[config.mk]
export PLATFORM = sky130hd
export DESIGN_NAME = nyancat_frame_ctrl
export DESIGN_NICKNAME = d
export VERILOG_FILES = /design/src/rtl/nyancat_frame_ctrl.sv
export SDC_FILE = /design/constraint.sdc
export NUM_CORES = 1
export LEC_CHECK = 0
export BUFFER_PORTS_ARGS = -buffer_cell sky130_fd_sc_hd__buf_2
export CORE_MARGIN = 2
export CORE_UTILIZATION = 45
export CTS_BUF_LIST = sky130_fd_sc_hd__clkbuf_16
export CTS_CLUSTER_SIZE = 20
export DETAILED_ROUTE_END_ITERATION = 7
export PLACE_DENSITY = 0.69
export SYNTH_ARGS = -nofsm -noshare
export SYNTH_HDL_FRONTEND = slang
export SYNTH_SLANG_ARGS = --single-unit
[constraint.sdc]
create_clock -name px_clk -period 6.02 [get_ports px_clk]
set_input_delay 0.301 -clock px_clk [delete_from_list [all_inputs] [get_ports px_clk]]
set_output_delay 0.301 -clock px_clk [all_outputs]
set_load 0.1 [all_outputs]
[src/rtl/nyancat_frame_ctrl.sv]
// nyancat_frame_ctrl: sequences animation frames on vsync ticks and handles play/pause/step/divider commands.
module nyancat_frame_ctrl #(
  parameter int NUM_FRAMES   = 12,
  parameter int DEFAULT_DIV  = 6,
  parameter int FRAME_ADDR_W = 16
) (
  input  logic                    px_clk,
  input  logic                    reset_n,
  input  logic                    vsync_tick,
  input  logic                    cmd_valid,
  output logic                    cmd_ready,
  input  logic [1:0]              cmd_op,
  input  logic [7:0]              cmd_arg,
  output logic [3:0]              frame_index,
  output logic [FRAME_ADDR_W-1:0] frame_base,
  output logic                    frame_adv,
  output logic                    playing
);
  localparam logic [1:0] OP_PLAY = 2'd0, OP_PAUSE = 2'd1, OP_STEP = 2'd2, OP_SET_DIV = 2'd3;
  typedef enum logic [1:0] {PAUSED, PLAYING, STEP_PEND} state_e;
  state_e     state_q, state_d;
  logic [3:0] idx_q, idx_d;
  logic [7:0] div_q, div_d, cnt_q, cnt_d;
  logic       adv_d, adv_q, ready_q, playing_q, xfer;
  // The tick is judged against the pre-command state; commands only steer the next state.
  always_comb begin
    xfer    = cmd_valid && ready_q;
    adv_d   = vsync_tick && ((state_q == PLAYING && cnt_q >= div_q - 8'd1) || state_q == STEP_PEND);
    idx_d   = adv_d ? (idx_q == 4'(NUM_FRAMES - 1) ? 4'd0 : idx_q + 4'd1) : idx_q;
    cnt_d   = (vsync_tick && state_q != PAUSED) ? (adv_d ? 8'd0 : cnt_q + 8'd1) : cnt_q;
    state_d = (vsync_tick && state_q == STEP_PEND) ? PAUSED : state_q;
    div_d   = div_q;
    if (xfer) begin
      if (cmd_op == OP_PLAY && state_q == PAUSED) begin
        state_d = PLAYING;
        cnt_d   = 8'd0;
      end
      if (cmd_op == OP_PAUSE && state_q == PLAYING) state_d = PAUSED;
      if (cmd_op == OP_STEP && state_q == PAUSED) state_d = STEP_PEND;
      if (cmd_op == OP_SET_DIV) div_d = (cmd_arg == 8'd0) ? 8'd1 : cmd_arg;
    end
  end
  always_ff @(posedge px_clk) begin
    if (!reset_n) begin
      state_q   <= PLAYING;
      idx_q     <= 4'd0;
      adv_q     <= 1'b0;
      div_q     <= 8'(DEFAULT_DIV);
      cnt_q     <= 8'd0;
      ready_q   <= 1'b1;
      playing_q <= 1'b1;
    end else begin
      state_q   <= state_d;
      idx_q     <= idx_d;
      adv_q     <= adv_d;
      div_q     <= div_d;
      cnt_q     <= cnt_d;
      ready_q   <= state_d != STEP_PEND;
      playing_q <= state_d == PLAYING;
    end
  end
  assign cmd_ready   = ready_q;
  assign playing     = playing_q;
  assign frame_index = idx_q;
  assign frame_adv   = adv_q;
  assign frame_base  = FRAME_ADDR_W'(idx_q) << 12;
endmodule

==> flow_summary.yaml <==
setup_path:
  start_kind: "flop"
  cp_cell_sequence: "nor2_1, nand3_1, nor4_1, xnor2_1, ha_1, a21oi_1, nor3b_1, o31a_1, a221o_4, nor2_2"
  cp_max_fo: 8
  crit_required_ns: 6.22
  arrival_ns: 2.85
  critPathMaxStageDelay_ns: 0.52
  crit_slowest_cell: "a221o_4"
  r2r-start: "div_q[2]"
  rr_worst_depth: 10
  startpoint: "div_q[2]"
  end_kind: "flop"
  crit_type: "flop to flop"
logic_synthesis:
  yosys-top-cells-count: "dfxtp_1, nand2_1, buf_4"
  synth_top_cell_area_share: 0.328
  async_flop_share: 0
  synth.distinct_cells: 42
  synth_edf_count: 0
  synth_cells: 174
  synthTopCellsByArea: "dfxtp_1, ha_1, buf_4"
  synth_area_leader_cell: "dfxtp_1"
  synth_seq_cells: 25
  synth_area_um2: 1520
  yosysSeqAreaShare: 0.328
  avgSynthCellArea_um2: 8.76
  ys.flop_type: "dfxtp_1"
  ys_warn_count: 0
  yosys.cell_count.top_type: "dfxtp_1"
cells_and_area:
  area_growth_pct: 10.7
  fillerInstances: 326
  antennaDiodeCount: 0
  drive_above_1_share: 0.227
  utilization: 0.514
  final-instance-count-excl-fill: 240
  nNetsFinal: 220
clocking:
  cts-root-buf: "clkbuf_16"
  cts_buffer_depth: 2
  cts_resized: 0
  postCtsSetupBuffers: 0
  cts_buffers: 3
  clkSlewWorstSetupHoldPaths_ns: 0.06
  clock_sinks: 25
  holdBufCountCts: 0
  tritoncts: "yes"
  insertion_delay_ns: 0.25
  cts_htree_levels: 1
placement:
  dp.cells: 236
  dp_hpwl_um: 2290
  port_buffers: 24
  routabilityCongestion: 0.772
sta:
  tns_ns: 0
  slew_headroom: 0.571
  rsz0062_at_grt: "false"
  fin_worst_skew_ns: 0.00252
  drv_slew: 0
  timing.final.crit_share: 0.441
  hold_viol_final: 0
  setup_viol: 0
  fmax_mhz: 377
  min_period_ns: 2.65
  worst_slew_pin_slew_ns: 0.638
power_and_ir_drop:
  p_leak_nw: 0.696
  power.density_nw_per_um2: 246
  ir_drop_mv: 0.193
global_route:
  grt-ovfl-total: 0
  grt.total_usage: 0.152
  grt_antenna_before_repair: 0
  grt_max_degree: 16
  grt_first_pass_wirelength_um: 4820
  grt_pass1_vias: 1080
run_status:
  outcome: "finished clean"
run:
  maxCapViolCount: 0
die:
  rows: 21
  die_area_um2: 3870
  chipWidth_um: 62.2
  core_region_area_um2: 3280
  start_util: 0.464
  io_pins: 37
  die_h_um: 62.2
worst_hold_path:
  min_from: "cmd_arg[2]"
  holdPathStages: 3
  hold_class: "primary input to flop"
routing:
  drtIter0Drc: 24
  vias_per_cell: 5.06
  dr.pass1.iters: 4
  post_drt_wl_per_cell_um: 11.6
  via_count: 1214
  ant_nets: 0
  route.detailed.drc: 0
  drt_wl_total_um: 2800
path summary, 6_finish.rpt:
| kind | slack, ns | end |
|---|---|---|
| setup / recovery | 3.37 | cnt_q[7] |
| hold / removal | 0.27 | div_q[2] |
| setup reg to reg | 3.37 | cnt_q[7] |
| hold reg to reg | 0.49 | div_q[7] |
kinds of logic after synthesis:
| kind of cell | Yosys count | synth area share |
|---|---|---|
| AO/OA/AOI/OAI | 34 | 0.180 |
| buffers and inverters | 25 | 0.106 |
| AND/OR/NAND/NOR | 66 | 0.224 |
| flip-flops | 25 | 0.328 |
| adder cells (fa/ha/maj) | 11 | 0.0903 |
| XOR/XNOR | 12 | 0.0690 |
| other | 1 | 0.00246 |
metal layers:
metal,global-route usage,vias to the layer above,routed length (um)
li1,-,627,-
met1,0.198,563,1300
met4,0.0250,0,9
met5,0,-,0
met3,0.0399,2,142
met2,0.255,22,1340
sequential cells by signal (all words and copies together), names as in the netlist:
register / count
frame_index: 4
cmd_ready: 1
state_q: 2
playing: 1
frame_adv: 1
div_q: 8
cnt_q: 8
per-stage QoR:
| stage | worst slack, ns | area [um^2] | power [mW] | hold slack (ns) |
|---|---|---|---|---|
| 2_1_floorplan | 3.64 | 1570 | 0.265 | 0.425 |
| 3_3_place_gp | 3.42 | 1600 | 0.272 | 0.477 |
| 3_5_place_dp | 3.41 | 1600 | 0.273 | 0.478 |
| 4_1_cts | 3.35 | 1690 | 0.420 | 0.264 |
| 5_1_grt | 3.14 | 1690 | 0.436 | 0.270 |
| 6_report | 3.37 | 1690 | 0.415 | 0.265 |
placed cells by master (no fill, tap or decap), types with 2 or more instances in the layout:
cell	count
nor2_1	7
xnor2_1	8
o21a_1	2
nor2_2	6
clkbuf_16	3
nor4_1	3
xor2_1	4
a31oi_1	3
a21oi_2	2
o31ai_1	2
nor3_1	7
buf_2	24
dfxtp_1	25
ha_1	11
o21ai_0	5
nand2_1	24
conb_1	12
nand3_1	7
inv_1	6
nor2b_1	2
a21oi_1	10
final cells by class:
cell class                      count  area, um^2  share of cell area
Timing Repair Buffer               24         120              0.0712
Tap cell                           46        57.6              0.0341
Inverter                            6        22.5              0.0134
Multi-Input combinational cell    135         903               0.536
Clock inverter                      1        7.51             0.00445
Clock buffer                        3        75.1              0.0445
Sequential cell                    25         500               0.297
where the power goes:
group          switching (mW)  internal (mW)
Sequential            0.00537          0.170
Clock                  0.0563         0.0900
Combinational          0.0689         0.0242
worst max-delay path: cells and delay by family (launching register included):
family | cells | cell delay [ns]
flip-flops | 1 | 0.35
AO/OA/AOI/OAI | 3 | 1.08
adder cells (fa/ha/maj) | 1 | 0.26
XOR/XNOR | 1 | 0.17
AND/OR/NAND/NOR | 5 | 0.75
No activity file was read; power rests on OpenSTA's default activity.
